$ cat config.mk
export PLATFORM = sky130hd
export DESIGN_NAME = game_controller
export DESIGN_NICKNAME = d
export VERILOG_FILES = /design/src/rtl/game_pkg.sv /design/src/rtl/game_controller_tick_timer.sv /design/src/rtl/game_controller.sv
export SDC_FILE = /design/constraint.sdc
export NUM_CORES = 1
export LEC_CHECK = 0
export ABC_AREA = 1
export CORE_ASPECT_RATIO = 1.5
export CORE_MARGIN = 4
export CORE_UTILIZATION = 40
export CTS_BUF_LIST = sky130_fd_sc_hd__clkbuf_8
export CTS_CLUSTER_DIAMETER = 50
export DETAILED_ROUTE_END_ITERATION = 10
export PLACE_DENSITY = 0.58
export SETUP_SLACK_MARGIN = 0.1
export SYNTH_ARGS = -nofsm -noshare
export SYNTH_HDL_FRONTEND = slang
export SYNTH_SLANG_ARGS = --single-unit
$ cat constraint.sdc
create_clock -name clk -period 5.5 [get_ports clk]
set_clock_uncertainty 0.05 [all_clocks]
set_input_delay 0.55 -clock clk [delete_from_list [all_inputs] [get_ports clk]]
set_output_delay 0.55 -clock clk [all_outputs]
set_load 0.03 [all_outputs]
$ cat src/rtl/game_pkg.sv
// Shared definitions for the frogger game sequencer: state encoding, field widths,
// default timing and the BCD score helper.
package game_pkg;

   localparam int LEVEL_W = 4;
   localparam int LIVES_W = 3;
   localparam int TIMER_W = 8;

   typedef enum logic [2:0] {
      ST_ATTRACT   = 3'd0,
      ST_PLAY      = 3'd1,
      ST_DYING     = 3'd2,
      ST_LEVEL_UP  = 3'd3,
      ST_GAME_OVER = 3'd4
   } state_t;

   localparam int DEF_MAX_LEVEL   = 8;
   localparam int DEF_START_LIVES = 3;
   localparam int DEF_DEATH_TICKS = 50;
   localparam int DEF_WIN_TICKS   = 50;
   localparam int DEF_OVER_TICKS  = 200;

   // Car speed formula used by frogger: period = CAR_BASE_PERIOD - level*CAR_LEVEL_STEP
   localparam int CAR_BASE_PERIOD = 20;
   localparam int CAR_LEVEL_STEP  = 2;

   function automatic logic [7:0] bcd_add_sat(input logic [7:0] bcd,
                                              input logic [LEVEL_W-1:0] inc);
      logic [7:0] sum;
      sum = 8'(bcd[7:4]) * 8'd10 + 8'(bcd[3:0]) + 8'(inc);
      if (sum > 8'd99)
         sum = 8'd99;
      return {4'(sum / 8'd10), 4'(sum % 8'd10)};
   endfunction

endpackage

$ cat src/rtl/game_controller_tick_timer.sv
// Tick-gated saturating counter shared by all freeze states of the game sequencer.
// done fires on the tick that completes LIMIT ticks since the last clear.
module tick_timer #(
   parameter int W = 8
)(
   input  logic         clk,
   input  logic         reset_n,
   input  logic         clear,
   input  logic         tick,
   input  logic [W-1:0] limit,
   output logic         done
);

   logic [W-1:0] count_reg;

   always_ff @(posedge clk or negedge reset_n) begin
      if (!reset_n)
         count_reg <= '0;
      else if (clear)
         count_reg <= '0;
      else if (tick && (count_reg != '1))
         count_reg <= count_reg + 1'b1;
   end

   assign done = tick && (count_reg == limit - 1'b1);

endmodule

$ cat src/rtl/game_controller.sv
// Frogger game sequencer: level, lives and round-restart control.
// Optional BCD score output enabled by defining GAME_CTRL_SCORE_EN.
module game_controller
   import game_pkg::*;
#(
   parameter int MAX_LEVEL   = DEF_MAX_LEVEL,
   parameter int START_LIVES = DEF_START_LIVES,
   parameter int DEATH_TICKS = DEF_DEATH_TICKS,
   parameter int WIN_TICKS   = DEF_WIN_TICKS,
   parameter int OVER_TICKS  = DEF_OVER_TICKS
)(
   input  logic               clk,
   input  logic               reset_n,
   input  logic               tick,
   input  logic               start,
   input  logic               death_collision,
   input  logic               win_collision,
   output logic [LEVEL_W-1:0] current_level,
   output logic [LIVES_W-1:0] lives,
   output logic               round_reset,
   output logic               freeze,
   output logic               game_over,
   output logic [2:0]         state_dbg
`ifdef GAME_CTRL_SCORE_EN
   ,output logic [7:0]        score
`endif
);

   state_t               state_reg, state_next;
   logic [LEVEL_W-1:0]   level_reg, level_next;
   logic [LIVES_W-1:0]   lives_reg, lives_next;
   logic                 round_reset_reg, round_reset_next;
   logic                 start_meta_reg, start_sync_reg, start_prev_reg;
   logic                 start_edge;
   logic                 start_game, level_done;
   logic                 timer_clear, timer_done;
   logic [TIMER_W-1:0]   timer_limit;

   always_ff @(posedge clk or negedge reset_n) begin
      if (!reset_n) begin
         start_meta_reg <= 1'b0;
         start_sync_reg <= 1'b0;
         start_prev_reg <= 1'b0;
      end else begin
         start_meta_reg <= start;
         start_sync_reg <= start_meta_reg;
         start_prev_reg <= start_sync_reg;
      end
   end

   assign start_edge = start_sync_reg && !start_prev_reg;

   always_comb begin
      timer_limit = '0;
      case (state_reg)
         ST_DYING:     timer_limit = TIMER_W'(DEATH_TICKS);
         ST_LEVEL_UP:  timer_limit = TIMER_W'(WIN_TICKS);
         ST_GAME_OVER: timer_limit = TIMER_W'(OVER_TICKS);
         default:      timer_limit = '0;
      endcase
   end

   tick_timer #(.W(TIMER_W)) u_timer (
      .clk     (clk),
      .reset_n (reset_n),
      .clear   (timer_clear),
      .tick    (tick),
      .limit   (timer_limit),
      .done    (timer_done)
   );

   always_comb begin
      state_next       = state_reg;
      level_next       = level_reg;
      lives_next       = lives_reg;
      round_reset_next = 1'b0;
      timer_clear      = 1'b0;
      start_game       = 1'b0;
      level_done       = 1'b0;
      case (state_reg)
         ST_ATTRACT: begin
            timer_clear = 1'b1;
            // a start edge right after the GAME_OVER exit pulse would make round_reset two clks wide
            if (start_edge && !round_reset_reg)
               start_game = 1'b1;
         end
         ST_PLAY: begin
            timer_clear = 1'b1;
            // round_reset_reg marks the first PLAY clk, where stale flags are still high
            if (!round_reset_reg) begin
               if (death_collision) begin
                  lives_next = (lives_reg != '0) ? lives_reg - 1'b1 : '0;
                  state_next = (lives_reg <= LIVES_W'(1)) ? ST_GAME_OVER : ST_DYING;
               end else if (win_collision) begin
                  state_next = ST_LEVEL_UP;
               end
            end
         end
         ST_DYING: begin
            if (timer_done) begin
               round_reset_next = 1'b1;
               state_next       = ST_PLAY;
            end
         end
         ST_LEVEL_UP: begin
            if (timer_done) begin
               level_done       = 1'b1;
               level_next       = (level_reg == LEVEL_W'(MAX_LEVEL)) ? LEVEL_W'(1)
                                                                     : level_reg + 1'b1;
               round_reset_next = 1'b1;
               state_next       = ST_PLAY;
            end
         end
         ST_GAME_OVER: begin
            if (start_edge) begin
               start_game = 1'b1;
            end else if (timer_done) begin
               level_next       = LEVEL_W'(1);
               round_reset_next = 1'b1;
               state_next       = ST_ATTRACT;
            end
         end
         default: state_next = ST_ATTRACT;
      endcase
      if (start_game) begin
         lives_next       = LIVES_W'(START_LIVES);
         level_next       = LEVEL_W'(1);
         round_reset_next = 1'b1;
         state_next       = ST_PLAY;
      end
   end

   always_ff @(posedge clk or negedge reset_n) begin
      if (!reset_n) begin
         state_reg       <= ST_ATTRACT;
         level_reg       <= LEVEL_W'(1);
         lives_reg       <= LIVES_W'(START_LIVES);
         round_reset_reg <= 1'b0;
      end else begin
         state_reg       <= state_next;
         level_reg       <= level_next;
         lives_reg       <= lives_next;
         round_reset_reg <= round_reset_next;
      end
   end

   assign current_level = level_reg;
   assign lives         = lives_reg;
   assign round_reset   = round_reset_reg;
   assign freeze        = (state_reg != ST_PLAY);
   assign game_over     = (state_reg == ST_GAME_OVER);
   assign state_dbg     = 3'(state_reg);

`ifdef GAME_CTRL_SCORE_EN
   logic [7:0] score_reg;

   // score accumulates the level being left, so it uses the pre-increment value
   always_ff @(posedge clk or negedge reset_n) begin
      if (!reset_n)
         score_reg <= '0;
      else if (start_game)
         score_reg <= '0;
      else if (level_done)
         score_reg <= bcd_add_sat(score_reg, level_reg);
   end

   assign score = score_reg;
`endif

endmodule

==> results.json, run 1 <==
{
  "status": "finished clean",
  "hold_viol_final": 0,
  "clk_pin_slew_ps": 80,
  "grt_pass1_vias": 1143,
  "syn_area_per_cell_um2": 7.34,
  "globalplace.congestion": 0.866,
  "fill_cells": 309,
  "placed_cell_area_um2": 1580,
  "die-area_um2": 4410,
  "cts_tree": "yes",
  "io_buffer_count": 18,
  "grt_use_total": 0.145,
  "first_pass_iters": 4,
  "max_cap_violations": 0,
  "grt-ovfl-total": 0,
  "cts.root.buffer_cell": "clkbuf_8",
  "slowest_delay_ps": 690,
  "setup_tns_ps": 0,
  "ctsResizeCount": 0,
  "fp-row-count": 25,
  "seq_area_um2": 554,
  "cts_buffers": 3,
  "worstPathArrival_ps": 1870,
  "ys_warn_count": 0,
  "relSlewSlack": 0.332,
  "startpoint_type": "flip-flop",
  "ys_ff_latch": 22,
  "worstRegToRegCells": 13,
  "timing_worst_setup_path_type": "flip-flop to output port",
  "vdd_ir_drop_max_uv": 230,
  "endpoint_kind": "output port",
  "max_slew.worst_pin.slew_ps": 999,
  "critPathLaunch": "state_dbg[1]$_DFFE_PN0P_",
  "hp-class": "flip-flop to flip-flop",
  "maxSlewViolCount": 0,
  "r2r_start": "state_dbg[1]$_DFFE_PN0P_",
  "cts_hold_buf": 0,
  "ys_seq_area_frac": 0.408,
  "path_buf_inv": 2,
  "cts_buffer_depth": 2,
  "holdPathEnd": "start_sync_reg$_DFF_PN0_",
  "drive_above_1_share": 0.102,
  "worst_hold_path.num_cells": 0,
  "totalWireLength_um": 3050,
  "grt_pass1_wl_um": 5150,
  "drc": 0,
  "wl_per_cell_um": 12.4,
  "vias": 1306,
  "clk_latency_ps": 260,
  "crit_path_top_delay_cell": "clkdlybuf4s50_1",
  "synth_area_um2": 1360,
  "p_leak_nw": 0.781,
  "design_area_um2": 1650,
  "initial_utilization": 0.421,
  "multi_input_area_um2": 701,
  "cp.required_ps": 4900,
  "die_h_um": 79.4,
  "fmax_mhz": 404,
  "antenna_found_initial": 0,
  "antenna_cells": 0,
  "fin_crit_ps": 2470,
  "reg2reg_slack_ps": 3440,
  "crit_family": "buffers and inverters",
  "die_w_um": 55.6,
  "cp_cell_sequence": "nor2_1 > nand2_2 > inv_1 > clkdlybuf4s50_1",
  "grt_max_degree": 23,
  "hold_path.startpoint": "start_meta_reg$_DFF_PN0_",
  "power_density_nw_per_um2": 412,
  "drt_iter0_markers": 40,
  "htreeDepth": 1,
  "critPathMaxFanout": 7,
  "viasPerCell": 5.31,
  "cts_setup_buffers": 0,
  "io_pins": 19,
  "finalSetupViolCount": 0,
  "antenna_left": 0,
  "syn_nets": 197,
  "clkSinkCount": 22,
  "rsz0062_at_grt": "no",
  "reg2reg_to": "state_dbg[1]$_DFFE_PN0P_",
  "nets": 219,
  "synthDistinctLibCells": 22,
  "fin_crit_sh": 0.450,
  "postSynthCellCount": 185,
  "largest_reg_flops": 8,
  "hpwlAfterDp_um": 2390,
  "coreArea_um2": 3220,
  "area_delta_synth_final_pct": 21.8
}
## synth_stat cells
cell type | instances | area, um^2
nor2_4 | 1 | 11.3
and3_2 | 1 | 7.51
nand3_1 | 32 | 160
o21ai_2 | 1 | 8.76
a21oi_1 | 3 | 15.0
inv_1 | 24 | 90.1
o21ai_1 | 3 | 15.0
nor2_2 | 2 | 12.5
o31ai_1 | 2 | 15.0
nand2_1 | 44 | 165
xor2_1 | 3 | 26.3
o21ai_0 | 9 | 45.0
buf_2 | 1 | 5.00
nor2_1 | 14 | 52.6
nor3_1 | 3 | 15.0
dfrtp_1 | 19 | 475
nand4_1 | 4 | 25.0
dfstp_2 | 3 | 78.8
ha_1 | 6 | 75.1
nand2_2 | 7 | 43.8
inv_2 | 2 | 7.51
a21boi_1 | 1 | 7.51
## where the power goes
group	internal, W	total (W)	switching, W
clock	0.0000973	0.000154	0.0000567
combinational	0.000108	0.000295	0.000187
sequential	0.000196	0.000231	0.0000350
total	0.000402	0.000681	0.000279
## metal layers
layer	track usage	vias to the layer above	share of wire
met2	0.262	44	0.54
li1	-	641	-
met1	0.167	613	0.39
met4	0.0706	0	0.024
met3	0.0179	8	0.044
met5	0	-	0
## placed cells by master (no fill, tap or decap)
master | synthesis | final
nand3_1 | 32 | 32
a21boi_1 | 1 | 1
o21ai_2 | 1 | 1
nand2_1 | 44 | 44
a21oi_1 | 3 | 3
ha_1 | 6 | 6
o21ai_1 | 3 | 3
nor3_1 | 3 | 3
nor2_4 | 1 | 1
clkbuf_8 | 0 | 3
nand4_1 | 4 | 4
dfstp_2 | 3 | 3
nand2_2 | 7 | 7
dfrtp_1 | 19 | 19
nor2_2 | 2 | 2
and3_2 | 1 | 1
xor2_1 | 3 | 3
o21ai_0 | 9 | 9
nor2_1 | 14 | 14
bufinv_16 | 0 | 1
o31ai_1 | 2 | 2
clkdlybuf4s50_1 | 0 | 18
inv_1 | 24 | 24
inv_2 | 2 | 2
## area by class of cell
class | count | share of cell area
multi-input cells | 136 | 0.424
repair buffers | 18 | 0.109
clock inverters | 1 | 0.0182
flip-flops and latches | 22 | 0.335
clock buffers | 3 | 0.0250
inverters | 26 | 0.0590
well taps | 40 | 0.0303
## worst max path at each step
stage                                     endpoint  slack, ps  cells past startpoint
after floorplan           state_dbg[1]$_DFFE_PN0P_       3320                     13
after global placement                   game_over       3350                      4
after detailed placement                 game_over       3310                      4
after CTS                                game_over       3000                      4
after global routing                     game_over       2880                      4
final                                    game_over       3030                      4
## logic make-up after synthesis
logic type	after synthesis	share of synthesized area
AOI/OAI and AO/OA	19	0.0783
xor gates and xnor gates	3	0.0194
adders and majority gates	6	0.0553
buffers and inverters	27	0.0756
DFF	22	0.408
and+or+nand+nor	108	0.363
## per-stage QoR
stage	hold WS (ps)	worst slack, ps	std cells	total power (W)	utilization
2_1_floorplan	204	3320	185	0.000432	-
3_3_place_gp	282	3350	242	0.000526	0.491
6_report	312	3030	246	0.000681	0.513
3_5_place_dp	293	3310	242	0.000532	0.491
5_1_grt	324	2880	246	0.000727	0.513
4_1_cts	313	3000	246	0.000687	0.513
Power figures use the tool's default switching activity.
==> run 2: changes to the inputs <==
PLACE_DENSITY = 0.61   (was 0.58)
clock period = 2.2 ns   (was 5.5 ns; I/O delays follow)
==> run 2 against run 1 <==
Via count fell by 3.5%. Final area rose by 4.2%. Sequential cell count did not move. First-iteration DRC count fell by 40%. Die area did not move. Total power rose to 2.6 times the previous value. Routed wire length rose by 4.0%. Largest cell class unchanged. Setup slack got worse by 2700 ps.
==> results.json, run 2 (same netlist as run 1, synthesis figures left out) <==
{
  "grt_max_degree": 23,
  "grt-ovfl-total": 0,
  "placed_cell_area_um2": 1610,
  "cts_hold_buf": 0,
  "io_pins": 19,
  "startpoint_type": "flip-flop",
  "htreeDepth": 1,
  "die_h_um": 79.4,
  "layout_commonest_cell": "nand2_1",
  "hpwlAfterDp_um": 2410,
  "cp.required_ps": 2310,
  "die_w_um": 55.6,
  "met1_usage": 0.164,
  "hp-class": "primary input to async pin",
  "fin_crit_ps": 1920,
  "grt_pass1_vias": 1283,
  "worstPathArrival_ps": 2030,
  "relSlewSlack": 0.734,
  "finalSetupViolCount": 0,
  "drive_above_1_share": 0.170,
  "endpoint_kind": "flip-flop",
  "vdd_ir_drop_max_uv": 524,
  "critPathMaxFanout": 6,
  "nets": 225,
  "fin_crit_sh": 0.875,
  "status": "finished clean",
  "die-area_um2": 4410,
  "design_area_um2": 1720,
  "pre_cts_ws_ps": 151,
  "drc": 0,
  "wl_per_cell_um": 12.6,
  "layout_common_cells": "nand2_1 (43), nand3_1 (31), inv_1 (23)",
  "fill_cells": 312,
  "totalPowerFinal_w": 0.00174,
  "grt.met2_usage": 0.284,
  "use_met3": 0.0179,
  "coreArea_um2": 3220,
  "initial_utilization": 0.421,
  "antenna_left": 0,
  "cts_buffers": 3,
  "grt_pass1_wl_um": 5340,
  "maxSlewViolCount": 0,
  "reg2reg_to": "state_dbg[0]$_DFFE_PN0P_",
  "worstRegToRegCells": 12,
  "rsz0062_at_grt": "no",
  "power_density_nw_per_um2": 1010,
  "timing_worst_setup_path_type": "flip-flop to flip-flop",
  "largest_reg_flops": 8,
  "reg2reg_slack_ps": 280,
  "cts_buffer_depth": 2,
  "finalWorstSetupSlack_ps": 276,
  "first_pass_iters": 4,
  "hold_viol_final": 0,
  "fin_hold_ws_ps": 253,
  "antenna_cells": 0,
  "viasPerCell": 5.00,
  "antenna_found_initial": 0,
  "io_buffer_count": 18,
  "grt_busiest_layer": "met2",
  "drt_iter0_markers": 24,
  "p_leak_nw": 0.805,
  "max_cap_violations": 0,
  "clkSinkCount": 22,
  "globalplace.congestion": 0.869,
  "max_slew.worst_pin.slew_ps": 398,
  "totalWireLength_um": 3170,
  "vias": 1260,
  "clk_latency_ps": 260,
  "fmax_mhz": 520,
  "cts_tree": "yes",
  "clk_pin_slew_ps": 80,
  "area_delta_synth_final_pct": 27.0,
  "cts.root.buffer_cell": "clkbuf_8",
  "fp-row-count": 25,
  "r2r_start": "state_dbg[1]$_DFFE_PN0P_",
  "grt_use_total": 0.149,
  "setup_tns_ps": 0
}
[run 2: layout make-up]
type,count,area [um^2],area share
Inverter,26,101,0.0588
Sequential cell,22,558,0.324
Tap cell,40,50.0,0.0290
Multi-Input combinational cell,136,721,0.418
Clock buffer,3,41.3,0.0239
Timing Repair Buffer,24,223,0.129
Clock inverter,1,30.0,0.0174
[run 2: how the worst max path moves through the flow]
| stage | start | end | slack [ps] | cells after the start |
|---|---|---|---|---|
| final | state_dbg[1]$_DFFE_PN0P_ | state_dbg[0]$_DFFE_PN0P_ | 280 | 12 |
| after global routing | state_dbg[1]$_DFFE_PN0P_ | state_dbg[1]$_DFFE_PN0P_ | 30 | 13 |
| after CTS | state_dbg[1]$_DFFE_PN0P_ | state_dbg[0]$_DFFE_PN0P_ | 130 | 12 |
| after detailed placement | state_dbg[1]$_DFFE_PN0P_ | state_dbg[0]$_DFFE_PN0P_ | 150 | 12 |
| after global placement | state_dbg[1]$_DFFE_PN0P_ | state_dbg[1]$_DFFE_PN0P_ | 230 | 12 |
| after floorplan | state_dbg[1]$_DFFE_PN0P_ | state_dbg[2]$_DFFE_PN0P_ | 120 | 14 |
[run 2: stage by stage]
stage	util	std cells
floorplan	-	185
global placement	0.499	244
detailed placement	0.499	244
CTS	0.520	248
global route	0.535	252
finish	0.535	252
[run 2: power breakdown]
part           internal (W)  switching, W  total, W
sequential         0.000494     0.0000890  0.000583
clock              0.000243      0.000136  0.000379
combinational      0.000292      0.000490  0.000782
total               0.00103      0.000715   0.00174
[run 2: what timing repair did]
| item | in CTS | in global routing |
|---|---|---|
| gates resized for setup | 2 | 6 |
| cloned | 0 | 0 |
| pin swaps | 0 | 2 |
| endpoints found under the setup margin | 2 | 8 |
| buffers inserted | 0 | 4 |
[run 2: worst max-delay path, cell delays in order (launching register included)]
cell,delay [ps]
dfrtp_2,440
nor2_2,200
nand2_4,100
ha_1,310
inv_1,40
nand2_1,50
nand3_1,80
nor2_2,140
nand3_2,90
nand2_2,120
nand2_2,80
nand2_1,70
nand2_1,40
[run 2: layer usage]
| metal | up-vias | wire length [um] |
|---|---|---|
| li1 | 653 | - |
| met1 | 583 | 1330 |
| met2 | 20 | 1710 |
| met3 | 4 | 85 |
| met4 | 0 | 44 |
| met5 | - | 0 |
==> run 3: changes to the inputs <==
CORE_MARGIN = 5   (was 4)
CTS_CLUSTER_SIZE = 24   (was default)
==> run 3 against run 2 <==
Clock power barely moved. Highest routed layer unchanged. First-iteration DRC count rose by 54%. Critical path depth did not move. Final area fell by 0.94%. Critical path type unchanged. Sequential power rose by 0.9%. Via count rose by 4.7%. Sequential share of layout area rose by 0.31 points. Largest cell class unchanged. Critical endpoint is now state_dbg[1]$_DFFE_PN0P_.
==> results.json, run 3 (same netlist as run 1, synthesis figures left out) <==
{
  "nets": 222,
  "coreArea_um2": 3350,
  "crit_path_top_delay_cell": "dfrtp_2",
  "cts.root.buffer_cell": "clkbuf_8",
  "io_pins": 19,
  "die-area_um2": 4680,
  "globalplace.congestion": 0.930,
  "r2r_start": "state_dbg[2]$_DFFE_PN0P_",
  "area_delta_synth_final_pct": 25.8,
  "vdd_ir_drop_max_uv": 541,
  "antenna_left": 0,
  "relSlewSlack": 0.754,
  "grt_pass1_wl_um": 5380,
  "largest_reg_flops": 8,
  "cts_buffers": 3,
  "grt_pass1_vias": 1248,
  "viasPerCell": 5.25,
  "drt_iter0_markers": 37,
  "worstRegToRegCells": 12,
  "placed_cells": 246,
  "clkSinkCount": 22,
  "hpwlAfterDp_um": 2430,
  "antenna_found_initial": 0,
  "cts_buffer_depth": 2,
  "rsz0062_at_grt": "no",
  "maxSlewViolCount": 0,
  "final_cell_count_no_fill": 251,
  "cp_cell_sequence": "inv_1 > nand2_2 > ha_1 > inv_1 > nand2_1 > nand3_1 > nor2_2 > nand3_1 > nand2_2 > nand2_2 > nand2_1 > nand2_1",
  "grt_use_total": 0.143,
  "power_density_nw_per_um2": 1020,
  "max_slew.worst_pin.slew_ps": 369,
  "first_pass_iters": 5,
  "startpoint_type": "flip-flop",
  "drc": 0,
  "fin_crit_ps": 1940,
  "htreeDepth": 1,
  "critPathMaxFanout": 7,
  "grt_max_degree": 23,
  "crit_family": "simple AND/OR/NAND/NOR gates",
  "design_area_um2": 1710,
  "reg2reg_slack_ps": 260,
  "grt-ovfl-total": 0,
  "worstPathArrival_ps": 2040,
  "drive_above_1_share": 0.153,
  "timing_worst_setup_path_type": "flip-flop to flip-flop",
  "setup_tns_ps": 0,
  "io_buffer_count": 18,
  "p_leak_nw": 0.796,
  "fin_crit_sh": 0.883,
  "initial_utilization": 0.405,
  "path_buf_inv": 2,
  "wl_per_cell_um": 12.3,
  "fp-row-count": 26,
  "vias": 1319,
  "hold_viol_final": 0,
  "fmax_mhz": 515,
  "max_cap_violations": 0,
  "placed_cell_area_um2": 1610,
  "totalWireLength_um": 3100,
  "status": "finished clean",
  "clk_pin_slew_ps": 90,
  "slowest_delay_ps": 450,
  "fill_cells": 344,
  "cp.required_ps": 2300,
  "layout_commonest_cell": "nand2_1",
  "endpoint_kind": "flip-flop",
  "hp-class": "primary input to async pin",
  "die_h_um": 81.4,
  "finalSetupViolCount": 0,
  "die_w_um": 57.6,
  "antenna_cells": 0,
  "clk_latency_ps": 260,
  "cts_tree": "yes",
  "reg2reg_to": "state_dbg[1]$_DFFE_PN0P_",
  "layout_common_cells": "nand2_1 (43), nand3_1 (32), inv_1 (23)"
}
-- run 3: changes by cell type in the layout (fill, tap and decap cells not counted), sizes merged --
| cell | before | now |
|---|---|---|
| buf | 6 | 3 |
| dlygate4sd2 | 2 | 1 |
| dlymetal6s2s | 0 | 1 |
-- run 3: layout make-up --
class,count,area (um^2),area share
Tap cell,42,52.6,0.0308
Clock buffer,3,41.3,0.0242
Sequential cell,22,558,0.327
Clock inverter,1,30.0,0.0176
Multi-Input combinational cell,136,721,0.422
Inverter,26,101,0.0593
Timing Repair Buffer,21,204,0.119
-- run 3: worst max path at each step --
stage | slack, ps | start | cells after the start | to
6_report | 260 | state_dbg[2]$_DFFE_PN0P_ | 12 | state_dbg[1]$_DFFE_PN0P_
3_3_place_gp | 240 | state_dbg[1]$_DFFE_PN0P_ | 12 | state_dbg[2]$_DFFE_PN0P_
4_1_cts | 120 | state_dbg[2]$_DFFE_PN0P_ | 5 | freeze
5_1_grt | 80 | state_dbg[2]$_DFFE_PN0P_ | 12 | state_dbg[1]$_DFFE_PN0P_
3_5_place_dp | 150 | state_dbg[1]$_DFFE_PN0P_ | 12 | state_dbg[2]$_DFFE_PN0P_
2_1_floorplan | 120 | state_dbg[1]$_DFFE_PN0P_ | 14 | state_dbg[2]$_DFFE_PN0P_
-- run 3: repair_timing --
action | CTS | global route
setup buffers | 0 | 1
setup endpoints to repair | 1 | 8
pin swaps | 0 | 0
hold buffers | 0 | 0
resized for setup | 1 | 7
-- run 3: through the flow --
stage | hold WS [ps] | power, W | setup WS [ps] | utilization
global placement | 286 | 0.00132 | 238 | 0.480
floorplan | -126 | 0.00108 | 119 | -
detailed placement | 288 | 0.00134 | 146 | 0.480
CTS | 258 | 0.00172 | 118 | 0.501
finish | 246 | 0.00174 | 258 | 0.510
global route | 272 | 0.00186 | 75.5 | 0.510
-- run 3: power by group --
group          total [W]  switching, W  internal, W  leakage, nW
Clock           0.000378      0.000135     0.000243       0.0357
Combinational   0.000772      0.000486     0.000286        0.478
Sequential      0.000588     0.0000936     0.000494        0.283
-- run 3: metal layers --
metal	vias to the layer above	global-route usage	wire, um
li1	650	-	-
met5	-	0	0
met3	6	0.0191	178
met1	615	0.158	1210
met4	0	0.0441	51
met2	48	0.276	1660
-- run 3: worst register-to-register path, delay by kind of cell, from the launching register on --
kind | cells | cell delay [ps]
AND/OR/NAND/NOR | 9 | 850
buffers and inverters | 2 | 160
adder cells (fa/ha/maj) | 1 | 320
flip-flops | 1 | 450
